### config.mk
export PLATFORM = sky130hd
export DESIGN_NAME = nibble_serial_adder
export DESIGN_NICKNAME = d
export VERILOG_FILES = /design/src/rtl/nsa_pkg.sv /design/src/rtl/nsa_nibble_add.sv /design/src/rtl/nibble_serial_adder.sv
export SDC_FILE = /design/constraint.sdc
export NUM_CORES = 1
export LEC_CHECK = 0
export BUFFER_PORTS_ARGS = -buffer_cell sky130_fd_sc_hd__clkbuf_2
export CORE_MARGIN = 2
export CORE_UTILIZATION = 53
export DETAILED_ROUTE_END_ITERATION = 8
export PLACE_DENSITY_LB_ADDON = 0.15
export SLEW_MARGIN = 20
export SYNTH_ARGS = -nofsm -noshare
export SYNTH_HDL_FRONTEND = slang
export SYNTH_HIERARCHICAL = 1
export SYNTH_SLANG_ARGS = --single-unit
### constraint.sdc
create_clock -name clk -period 2.3 [get_ports clk]
set_clock_uncertainty 0.1 [all_clocks]
set_input_delay 0.345 -clock clk [delete_from_list [all_inputs] [get_ports clk]]
set_output_delay 0.345 -clock clk [all_outputs]
set_load 0.02 [all_outputs]
### src/rtl/nsa_pkg.sv
// Shared types and constants for the nibble-serial adder.
// Holds the FSM state enum, the nibble width and the WIDTH legality check.
package nsa_pkg;

  localparam int NIBBLE_W = 4;

  typedef enum logic [1:0] {
    IDLE = 2'd0,
    RUN  = 2'd1,
    DONE = 2'd2
  } nsa_state_e;

  function automatic bit width_legal(input int w);
    return (w >= NIBBLE_W) && ((w % NIBBLE_W) == 0);
  endfunction

endpackage

### src/rtl/nsa_nibble_add.sv
// Combinational 4-bit adder with carry-in and carry-out; the single datapath
// slice reused by the serial adder every RUN cycle.
module nsa_nibble_add
  import nsa_pkg::*;
(
  input  logic [NIBBLE_W-1:0] a,
  input  logic [NIBBLE_W-1:0] b,
  input  logic                ci,
  output logic [NIBBLE_W-1:0] s,
  output logic                co
);

  assign {co, s} = {1'b0, a} + {1'b0, b} + {{NIBBLE_W{1'b0}}, ci};

endmodule

### src/rtl/nibble_serial_adder.sv
// Serial adder: {carry,sum} = a+b+cin, one nibble per cycle, LSB nibble first.
// Define NSA_OVERFLOW_EN to add the signed-overflow output ovf.
module nibble_serial_adder
  import nsa_pkg::*;
#(
  parameter int WIDTH = 16
) (
  input  logic             clk,
  input  logic             rst_n,
  input  logic             in_valid,
  output logic             in_ready,
  input  logic [WIDTH-1:0] a,
  input  logic [WIDTH-1:0] b,
  input  logic             cin,
  output logic             out_valid,
  input  logic             out_ready,
  output logic [WIDTH-1:0] sum,
  output logic             carry
`ifdef NSA_OVERFLOW_EN
  ,
  output logic             ovf
`endif
);

  localparam int NIBBLES = WIDTH / NIBBLE_W;
  localparam int KW      = (NIBBLES > 1) ? $clog2(NIBBLES) : 1;
  localparam logic [KW-1:0] K_LAST = KW'(NIBBLES - 1);

  generate
    if (!width_legal(WIDTH)) begin : g_width_check
      $error("nibble_serial_adder: WIDTH=%0d must be a multiple of 4 and >= 4", WIDTH);
    end
  endgenerate

  nsa_state_e          state_reg, state_next;
  logic [KW-1:0]       k_reg;
  logic [WIDTH-1:0]    opa_reg, opb_reg;
  logic                c_reg;
  logic                carry_reg;
  logic [NIBBLE_W-1:0] sum_nib_reg [NIBBLES];
  logic [NIBBLE_W-1:0] nib_s;
  logic                nib_co;

  // Operands shift right each RUN cycle so the adder always sees bits [3:0].
  nsa_nibble_add u_nibble_add (
    .a  (opa_reg[NIBBLE_W-1:0]),
    .b  (opb_reg[NIBBLE_W-1:0]),
    .ci (c_reg),
    .s  (nib_s),
    .co (nib_co)
  );

  always_comb begin
    state_next = state_reg;
    case (state_reg)
      IDLE:    if (in_valid) state_next = RUN;
      RUN:     if (k_reg == K_LAST) state_next = DONE;
      DONE:    if (out_ready) state_next = IDLE;
      default: state_next = IDLE;
    endcase
  end

  always_ff @(posedge clk or negedge rst_n) begin
    if (!rst_n) begin
      state_reg <= IDLE;
      k_reg     <= '0;
      opa_reg   <= '0;
      opb_reg   <= '0;
      c_reg     <= 1'b0;
      carry_reg <= 1'b0;
    end else begin
      state_reg <= state_next;
      case (state_reg)
        IDLE: begin
          if (in_valid) begin
            opa_reg <= a;
            opb_reg <= b;
            c_reg   <= cin;
            k_reg   <= '0;
          end
        end
        RUN: begin
          opa_reg <= opa_reg >> NIBBLE_W;
          opb_reg <= opb_reg >> NIBBLE_W;
          c_reg   <= nib_co;
          k_reg   <= k_reg + KW'(1);
          if (k_reg == K_LAST) carry_reg <= nib_co;
        end
        default: ;
      endcase
    end
  end

  // Each result nibble has its own register, loaded only in its own RUN cycle.
  for (genvar gi = 0; gi < NIBBLES; gi++) begin : g_sum
    always_ff @(posedge clk or negedge rst_n) begin
      if (!rst_n)
        sum_nib_reg[gi] <= '0;
      else if (state_reg == RUN && k_reg == KW'(gi))
        sum_nib_reg[gi] <= nib_s;
    end
    assign sum[gi*NIBBLE_W +: NIBBLE_W] = sum_nib_reg[gi];
  end

`ifdef NSA_OVERFLOW_EN
  logic ovf_reg;
  // Carry into the MSB is recovered from the top nibble's operand and sum bits.
  always_ff @(posedge clk or negedge rst_n) begin
    if (!rst_n)
      ovf_reg <= 1'b0;
    else if (state_reg == RUN && k_reg == K_LAST)
      ovf_reg <= opa_reg[NIBBLE_W-1] ^ opb_reg[NIBBLE_W-1] ^ nib_s[NIBBLE_W-1] ^ nib_co;
  end
  assign ovf = ovf_reg;
`endif

  assign in_ready  = (state_reg == IDLE);
  assign out_valid = (state_reg == DONE);
  assign carry     = carry_reg;

endmodule
==> flow_metrics.env, run 1 <==
export IMPL_worstReg2RegEnd="carry$_DFFE_PN0P_"
export IMPL_setup_slack_ns=0.317
export IMPL_yosys_top_cells_area="dfrtp_1 (54%), o22ai_1 (9.7%), mux2_2 (4.9%)"
export IMPL_multiInputGateArea_mm2=0.00105
export IMPL_finalWorstPathRequiredPeriod_ns=1.98
export IMPL_grt_pass1_wl_mm=8.83
export IMPL_die_w_um=72.8
export IMPL_worstSetupStartpointType="register"
export IMPL_track_usage_pct=21.8
export IMPL_yosysUniqueCellTypes=30
export IMPL_post_dp_hpwl_mm=3.65
export IMPL_cts_buffers=5
export IMPL_pwr_density_cell_mw_per_mm2=1580
export IMPL_numPlacedInstances=315
export IMPL_synth_top_family_by_area="compound AO/OA/AOI/OAI gates"
export IMPL_synthAdderAreaFrac_pct=5.08
export IMPL_drtIter0Drc=92
export IMPL_place_area_mm2=0.00282
export IMPL_die_area_mm2=0.00530
export IMPL_grt_pass1_vias=1868
export IMPL_antenna_found_initial=0
export IMPL_syn_num_nets=260
export IMPL_synth_mux_area_share_pct=8.37
export IMPL_vdd_drop_max_v=0.000572
export IMPL_drc=0
export IMPL_p_leak_nw=1.38
export IMPL_ctsHoldBuffers=0
export IMPL_nets=314
export IMPL_ant_nets=0
export IMPL_synth_compound_area_share_pct=21.5
export IMPL_ys_ff_latch=54
export IMPL_synth_area_leader_cell="dfrtp_1"
export IMPL_wl_per_cell_um=16.4
export IMPL_final_period_utilization_pct=86.2
export IMPL_post_cts_setup_buffers=0
export IMPL_syn_area_per_cell_um2=11.7
export IMPL_design_area_mm2=0.00291
export IMPL_synth_xor_area_share_pct=0.698
export IMPL_clk_path_buf_depth=2
export IMPL_final_layout_size_suffix_gt1_share_pct=34.6
export IMPL_critPathLaunch="state_reg[0]$_DFFE_PN0P_"
export IMPL_core_area_mm2=0.00463
export IMPL_synth_top_cell_area_share_pct=53.8
export IMPL_num_vias=1916
export IMPL_hold_viol_final=0
export IMPL_io_buffer_count=55
export IMPL_critPathRequiredTime_ns=1.86
export IMPL_synthCells=214
export IMPL_slew_headroom_pct=48.8
export IMPL_grt_max_degree=55
export IMPL_path_cells="buf_4 > nor2_1 > clkbuf_2"
export IMPL_gr_total_overflow=0
export IMPL_p_total_mw=4.61
export IMPL_end_kind="primary output"
export IMPL_place_gp_congestion=0.799
export IMPL_yosysWarnings=6
export IMPL_regArea_mm2=0.00135
export IMPL_clock_latency_ns=0.31
export IMPL_drv_slew=0
export IMPL_cpPeakStageDelay_ns=0.46
export IMPL_finalSetupViolCount=0
export IMPL_cts_sinks=54
export IMPL_dpl_worst_slack_ns=0.371
export IMPL_cts_tree="done"
export IMPL_clockRootBuffer="clkbuf_8"
export IMPL_wl_mm=5.31
export IMPL_final_cells=323
export IMPL_rr_worst_depth=7
export IMPL_worstPathMaxFanout=9
export IMPL_synth_simple_gate_area_share_pct=6.28
export IMPL_synth_area_mm2=0.00251
export IMPL_critPathSlowestCell="dfrtp_1"
export IMPL_reg2reg_from="opa_reg[0]$_DFFE_PN0P_"
export IMPL_h_tree_depth=2
export IMPL_crit_end="in_ready"
export IMPL_drv_cap=0
export IMPL_row_count=25
export IMPL_cts_resized=0
export IMPL_clk_pin_slew_worst_paths_ns=0.09
export IMPL_ys_seq_area_share_pct=53.8
export IMPL_fmax_ghz=0.504
export IMPL_hp_class="in2async"
export IMPL_die_h_um=72.8
export IMPL_r2r_slack_ns=0.36
export IMPL_worst_pin_slew_ns=0.768
export IMPL_antenna_cells=0
export IMPL_criticalPathCategory="reg2out"
export IMPL_firstDrtPassIters=4
export IMPL_fin_util_pct=62.9
export IMPL_rsz0062_at_grt="false"
export IMPL_status="finished clean"
export IMPL_num_fill_cells=399
export IMPL_area_delta_synth_final_pct=16.0
export IMPL_worstPathArrival_ns=1.54
export IMPL_timing_hold_ws_ns=0.0522
export IMPL_tns_ns=0
export IMPL_initial_core_util_pct=54.2
export IMPL_io_pins=56
export IMPL_viasPerCell=5.93
area by class of cell:
type	instances	area share [%]
sequential	54	46.4
multi-input combinational	138	36.1
timing repair buffer	61	11.0
clock buffer	7	2.96
tap	54	2.32
inverter	8	1.03
clock inverter	1	0.172
power by group:
part / internal, mW / total [mW] / switching [mW] / leakage [nW]
Clock: 0.244 / 0.546 / 0.302 / 0.0482
Combinational: 1.04 / 2.32 / 1.28 / 0.691
Sequential: 1.42 / 1.74 / 0.321 / 0.644
cell usage after synthesis:
| master | n |
|---|---|
| inv_1 | 8 |
| buf_2 | 8 |
| o21ai_0 | 13 |
| ha_1 | 7 |
| mux2_1 | 1 |
| a21o_1 | 1 |
| o31ai_1 | 1 |
| nand2_4 | 4 |
| nand2b_1 | 5 |
| nand3b_1 | 2 |
| mux2_2 | 11 |
| and2b_4 | 1 |
| nor2b_1 | 2 |
| o21bai_1 | 1 |
| o22ai_1 | 39 |
| nor2_1 | 3 |
| buf_4 | 2 |
| dfrtp_1 | 54 |
| nand2_1 | 7 |
| a21oi_1 | 17 |
| a21oi_2 | 1 |
| a2bb2oi_1 | 7 |
| nor2_2 | 1 |
| buf_6 | 1 |
| clkbuf_1 | 3 |
| xnor2_1 | 2 |
| a32o_1 | 3 |
| mux2_4 | 5 |
| o221a_2 | 2 |
| fa_1 | 2 |
critical path, delay by kind of cell (launching register included):
kind                   cells  cell delay, ns
buffers and inverters      2            0.44
flip-flops                 1            0.46
AND/OR/NAND/NOR            1            0.33
worst min-delay path by stage:
stage / endpoint
2_1_floorplan: c_reg$_DFFE_PN0P_
3_3_place_gp: opb_reg[12]$_DFFE_PN0P_
5_1_grt: sum[6]$_DFFE_PN0P_
6_report: sum[13]$_DFFE_PN0P_
4_1_cts: sum[6]$_DFFE_PN0P_
3_5_place_dp: opb_reg[12]$_DFFE_PN0P_
placed cells by master, fill, tap and decap left out, drive strengths merged, types with 2 or more instances in the layout:
cell | netlist | final
ha | 7 | 7
buf | 11 | 6
o221a | 2 | 2
o21ai | 13 | 13
dfrtp | 54 | 54
a21oi | 18 | 18
fa | 2 | 2
nand3b | 2 | 2
nand2 | 11 | 11
a32o | 3 | 3
o22ai | 39 | 39
inv | 8 | 8
mux2 | 17 | 17
nand2b | 5 | 5
a2bb2oi | 7 | 7
nor2 | 4 | 4
xnor2 | 2 | 2
clkbuf | 3 | 62
nor2b | 2 | 2
per-layer routing:
layer | track usage [%] | wire (um)
met4 | 7.20 | 83
met3 | 5.25 | 202
met1 | 29.3 | 2430
met5 | 0 | 0
met2 | 34.9 | 2590
cell families (layout without fill, tap and decap cells):
kind of cell / after synthesis / count (layout)
AND/OR/NAND/NOR: 25 / 25
flip-flops: 54 / 54
buffers and inverters: 22 / 77
adder cells (fa/ha/maj): 9 / 9
XOR/XNOR: 2 / 2
multiplexers: 17 / 17
AO/OA/AOI/OAI: 85 / 85
(Power assumes the default switching activity.)
==> run 2: changes to the inputs <==
--- a/config.mk
+++ b/config.mk
@@ -9,7 +9,7 @@
 export CORE_MARGIN = 2
 export CORE_UTILIZATION = 53
 export DETAILED_ROUTE_END_ITERATION = 8
-export PLACE_DENSITY_LB_ADDON = 0.15
+export PLACE_DENSITY_LB_ADDON = 0.08
 export SLEW_MARGIN = 20
 export SYNTH_ARGS = -nofsm -noshare
 export SYNTH_HDL_FRONTEND = slang
==> run 2 against run 1 <==
Net effect: fmax increased by 3.7%; via count decreased by 3.0%; utilization increased by 0.054 points; critical path depth increased by 4; critical path type is now reg2reg.
==> flow_metrics.env, run 2 (synthesis gave the netlist of run 1 again) <==
export IMPL_grt_pass1_vias=1828
export IMPL_drtIter0Drc=88
export IMPL_vdd_drop_max_v=0.000582
export IMPL_worstPathArrival_ns=2.01
export IMPL_multiInputGateArea_mm2=0.00105
export IMPL_die_w_um=72.8
export IMPL_area_delta_synth_final_pct=16.1
export IMPL_h_tree_depth=2
export IMPL_row_count=25
export IMPL_final_cells=322
export IMPL_antenna_found_initial=0
export IMPL_rsz0062_at_grt="false"
export IMPL_clock_latency_ns=0.31
export IMPL_hp_class="in2reg"
export IMPL_initial_core_util_pct=54.2
export IMPL_layout_commonest_cell="clkbuf_2"
export IMPL_grt_pass1_wl_mm=8.67
export IMPL_p_sw_share_pct=41.4
export IMPL_fmax_ghz=0.523
export IMPL_final_layout_size_suffix_gt1_share_pct=34.3
export IMPL_numPlacedInstances=314
export IMPL_cts_sinks=54
export IMPL_grt_max_degree=55
export IMPL_sequentialPowerShare_pct=39.1
export IMPL_wl_mm=5.19
export IMPL_criticalPathCategory="reg2reg"
export IMPL_antenna_cells=0
export IMPL_clock_power_share_pct=11.2
export IMPL_worstPathMaxFanout=3
export IMPL_p_leak_nw=1.38
export IMPL_wl_per_cell_um=16.1
export IMPL_place_gp_congestion=0.863
export IMPL_finalSetupViolCount=0
export IMPL_die_h_um=72.8
export IMPL_pwr_density_cell_mw_per_mm2=1560
export IMPL_num_fill_cells=417
export IMPL_hold_viol_final=0
export IMPL_tns_ns=0
export IMPL_cts_tree="done"
export IMPL_worstSetupStartpointType="register"
export IMPL_internal_power_mw=2.66
export IMPL_critPathRequiredTime_ns=2.40
export IMPL_status="finished clean"
export IMPL_drv_cap=0
export IMPL_clockRootBuffer="clkbuf_8"
export IMPL_slew_headroom_pct=49.7
export IMPL_viasPerCell=5.77
export IMPL_track_usage_pct=21.2
export IMPL_cts_buffers=5
export IMPL_final_period_utilization_pct=83.1
export IMPL_post_dp_hpwl_mm=3.60
export IMPL_regArea_mm2=0.00135
export IMPL_clk_path_buf_depth=2
export IMPL_final_cell_mix="clkbuf_2 (55), dfrtp_1 (54), o22ai_1 (39), a21oi_1 (17), o21ai_0 (13)"
export IMPL_drv_slew=0
export IMPL_ant_nets=0
export IMPL_io_pins=56
export IMPL_combPwrFrac_pct=49.7
export IMPL_drc=0
export IMPL_finalWorstPathRequiredPeriod_ns=1.91
export IMPL_gr_total_overflow=0
export IMPL_core_area_mm2=0.00463
export IMPL_io_buffer_count=55
export IMPL_num_vias=1859
export IMPL_p_sw_mw=1.88
export IMPL_worst_pin_slew_ns=0.753
export IMPL_clk_pin_slew_worst_paths_ns=0.09
export IMPL_die_area_mm2=0.00530
export IMPL_firstDrtPassIters=4
export IMPL_nets=314
export IMPL_end_kind="register"
## run 2: path summary, 6_finish.rpt
path / slack (ns) / cells past startpoint / start / end
worst max-delay path: 0.39 / 7 / opa_reg[0]$_DFFE_PN0P_ / carry$_DFFE_PN0P_
worst min-delay path: 0.1 / 2 / out_ready / state_reg[1]$_DFFE_PN0P_
worst max register to register: 0.39 / 7 / opa_reg[0]$_DFFE_PN0P_ / carry$_DFFE_PN0P_
worst min register to register: 0.39 / 1 / sum[11]$_DFFE_PN0P_ / sum[11]$_DFFE_PN0P_
max in group asynchronous: 1.40 / 3 / rst_n / c_reg$_DFFE_PN0P_
min in group asynchronous: 0.46 / 3 / rst_n / sum[2]$_DFFE_PN0P_
## run 2: power groups by stage
stage               clock, mW  sequential, mW  combinational [mW]
finish                  0.506            1.77                2.25
CTS                     0.518            1.78                2.28
detailed placement          0            1.79                2.27
global placement            0            1.79                2.23
floorplan                   0            1.87                1.61
global route            0.558            1.84                2.51
## run 2: metal layers
layer	share of wire, %	GRT usage, %	vias to the layer above
met5	0	0	-
met4	1.5	6.79	0
met3	4.6	4.83	8
met2	46	33.7	56
met1	48	29.0	888
li1	-	-	907
## run 2: layout make-up
class,count,area share (%)
well taps,54,2.32
clock buffers,5,2.36
repair buffers,61,11.5
inverters,8,1.03
flip-flops and latches,54,46.4
multi-input cells,138,36.1
clock inverters,2,0.343
## run 2: metrics by stage
step | setup slack (ns) | area, um^2 | power (mW) | util (%) | hold slack, ns
CTS | 0.378 | 2920 | 4.57 | 63.0 | 0.0958
global placement | 0.416 | 2830 | 4.02 | 61.1 | 0.269
global route | 0.186 | 2920 | 4.91 | 63.0 | 0.0851
floorplan | 0.490 | 2510 | 3.48 | - | -0.0506
finish | 0.388 | 2920 | 4.54 | 63.0 | 0.0961
detailed placement | 0.407 | 2830 | 4.07 | 61.1 | 0.267
## run 2: worst max-delay path, stage by stage, from the launching register on
cell      delay [ns]
dfrtp_1         0.42
fa_1            0.45
inv_1           0.08
fa_1            0.20
nor2b_1         0.05
o21ai_0         0.14
nand2b_1        0.09
mux2_4          0.26
## run 2: what timing repair did
item                                    in CTS  in global routing
hold buffers                                 1                  0
endpoints found under the setup margin       0                  0
gates resized for setup                      0                  0
buffers inserted                             0                  0
hold endpoints to repair                    54                  0
==> run 3: changes to the inputs <==
==> constraint.sdc (replaced) <==
create_clock -name clk -period 1.8 [get_ports clk]
set_clock_uncertainty 0.1 [all_clocks]
set_input_delay 0.27 -clock clk [delete_from_list [all_inputs] [get_ports clk]]
set_output_delay 0.27 -clock clk [all_outputs]
set_load 0.02 [all_outputs]
==> run 3 against run 2 <==
Net effect: register-to-register slack got worse by 0.40 ns; the run now ends with setup timing left; critical path type unchanged; critical path depth unchanged; critical endpoint unchanged; highest routed layer unchanged; sequential power increased by 28%; utilization increased by 3.4 points; fmax increased by 5.3%; power increased by 39%; combinational power increased by 44%; global-route usage about the same.
==> flow_metrics.env, run 3 (synthesis gave the netlist of run 1 again) <==
export IMPL_drv_slew=0
export IMPL_row_count=25
export IMPL_final_cell_mix="clkbuf_2 (55), dfrtp_1 (54), o22ai_1 (39), a21oi_1 (17), buf_4 (14)"
export IMPL_worstPathArrival_ns=1.91
export IMPL_final_period_utilization_pct=101
export IMPL_pwr_density_cell_mw_per_mm2=2050
export IMPL_hp_class="in2reg"
export IMPL_post_dp_hpwl_mm=3.94
export IMPL_place_area_mm2=0.00291
export IMPL_clock_latency_ns=0.30
export IMPL_cts_buffers=5
export IMPL_end_kind="register"
export IMPL_track_usage_pct=21.2
export IMPL_finalWorstPathRequiredPeriod_ns=1.82
export IMPL_nets=325
export IMPL_setup_slack_ns=-0.0151
export IMPL_initial_core_util_pct=54.2
export IMPL_area_delta_synth_final_pct=22.3
export IMPL_vdd_drop_max_v=0.000743
export IMPL_firstDrtPassIters=4
export IMPL_hold_viol_final=0
export IMPL_final_layout_size_suffix_gt1_share_pct=39.3
export IMPL_clockRootBuffer="clkbuf_8"
export IMPL_cts_sinks=54
export IMPL_grt_pass1_wl_mm=8.70
export IMPL_viasPerCell=5.84
export IMPL_numPlacedInstances=323
export IMPL_drc=0
export IMPL_finalSetupViolCount=5
export IMPL_cts_tree="done"
export IMPL_worst_pin_slew_ns=0.511
export IMPL_h_tree_depth=2
export IMPL_clk_path_buf_depth=2
export IMPL_worstSetupStartpointType="register"
export IMPL_layout_commonest_cell="clkbuf_2"
export IMPL_p_total_mw=6.31
export IMPL_io_pins=56
export IMPL_final_cells=334
export IMPL_gr_total_overflow=0
export IMPL_die_area_mm2=0.00530
export IMPL_die_w_um=72.8
export IMPL_antenna_cells=0
export IMPL_core_area_mm2=0.00463
export IMPL_p_leak_nw=1.46
export IMPL_num_vias=1952
export IMPL_wl_mm=5.29
export IMPL_clk_pin_slew_worst_paths_ns=0.10
export IMPL_fmax_ghz=0.551
export IMPL_failed_checks="setup timing"
export IMPL_rsz0062_at_grt="true"
export IMPL_status="complete, but fails checks"
export IMPL_io_buffer_count=55
export IMPL_ant_nets=0
export IMPL_place_gp_congestion=0.788
export IMPL_drtIter0Drc=93
export IMPL_design_area_mm2=0.00307
export IMPL_tns_ns=-0.0350
export IMPL_worstPathMaxFanout=2
export IMPL_critPathRequiredTime_ns=1.90
export IMPL_grt_max_degree=37
export IMPL_dpl_worst_slack_ns=-0.0528
export IMPL_die_h_um=72.8
export IMPL_grt_pass1_vias=1809
export IMPL_wl_per_cell_um=15.8
export IMPL_antenna_found_initial=0
export IMPL_criticalPathCategory="reg2reg"
export IMPL_drv_cap=0
export IMPL_slew_headroom_pct=65.9
-- run 3: changes by cell type in the layout (fill, tap and decap cells not counted), sizes merged --
cell / previous run / this run
clkbuf: 60 / 61
clkinvlp: 0 / 1
bufinv: 0 / 1
clkinv: 2 / 0
buf: 5 / 16
-- run 3: layout make-up --
cell class	count	area [um^2]
multi-input cells	138	1080
clock buffers	6	72.6
clock inverters	2	37.5
flip-flops and latches	54	1350
well taps	54	67.6
inverters	8	30.0
repair buffers	72	430
fillers	381	1560
-- run 3: through the flow --
step	hold slack (ns)	utilization, %
after global routing	0.0142	66.4
after detailed placement	0.163	62.9
after global placement	0.168	62.9
final	0.0291	66.4
after floorplan	-0.126	-
after CTS	0.0289	65.6
-- run 3: worst max-delay path, cell delays in order, from the launching register on --
cell and delay [ns]:
dfrtp_1 0.41, fa_2 0.41, inv_2 0.07, fa_2 0.20, nor2b_1 0.05, o21ai_1 0.12, nand2b_1 0.09, mux2_4 0.26
-- run 3: where the power goes --
group	switching, mW	internal, mW
Sequential	0.444	1.81
Combinational	1.66	1.59
Clock	0.382	0.415
Total	2.49	3.82
-- run 3: final timing paths --
check,cells past startpoint,endpoint,slack [ns],startpoint
min in group asynchronous,2,k_reg[1]$_DFFE_PN0P_,0.36,rst_n
max,7,carry$_DFFE_PN0P_,-0.02,opb_reg[0]$_DFFE_PN0P_
min,2,state_reg[1]$_DFFE_PN0P_,0.03,out_ready
min reg2reg,1,opb_reg[12]$_DFFE_PN0P_,0.41,opb_reg[12]$_DFFE_PN0P_
max in group asynchronous,3,opa_reg[6]$_DFFE_PN0P_,0.68,rst_n
max reg2reg,7,carry$_DFFE_PN0P_,-0.02,opb_reg[0]$_DFFE_PN0P_
-- run 3: metal layers --
layer  vias up  track usage, %  wire [um]
li1        930               -          -
met1       957            28.8       2350
met2        61            35.2       2690
met3         4            3.31        201
met4         0            6.58         40
met5         -               0          0
-- run 3: what timing repair did --
action,CTS,global route
hold buffers,1,0
resized for setup,2,5
endpoints found under the hold margin,18,0
setup endpoints to repair,5,11
pin swaps,0,3
setup buffers,0,2
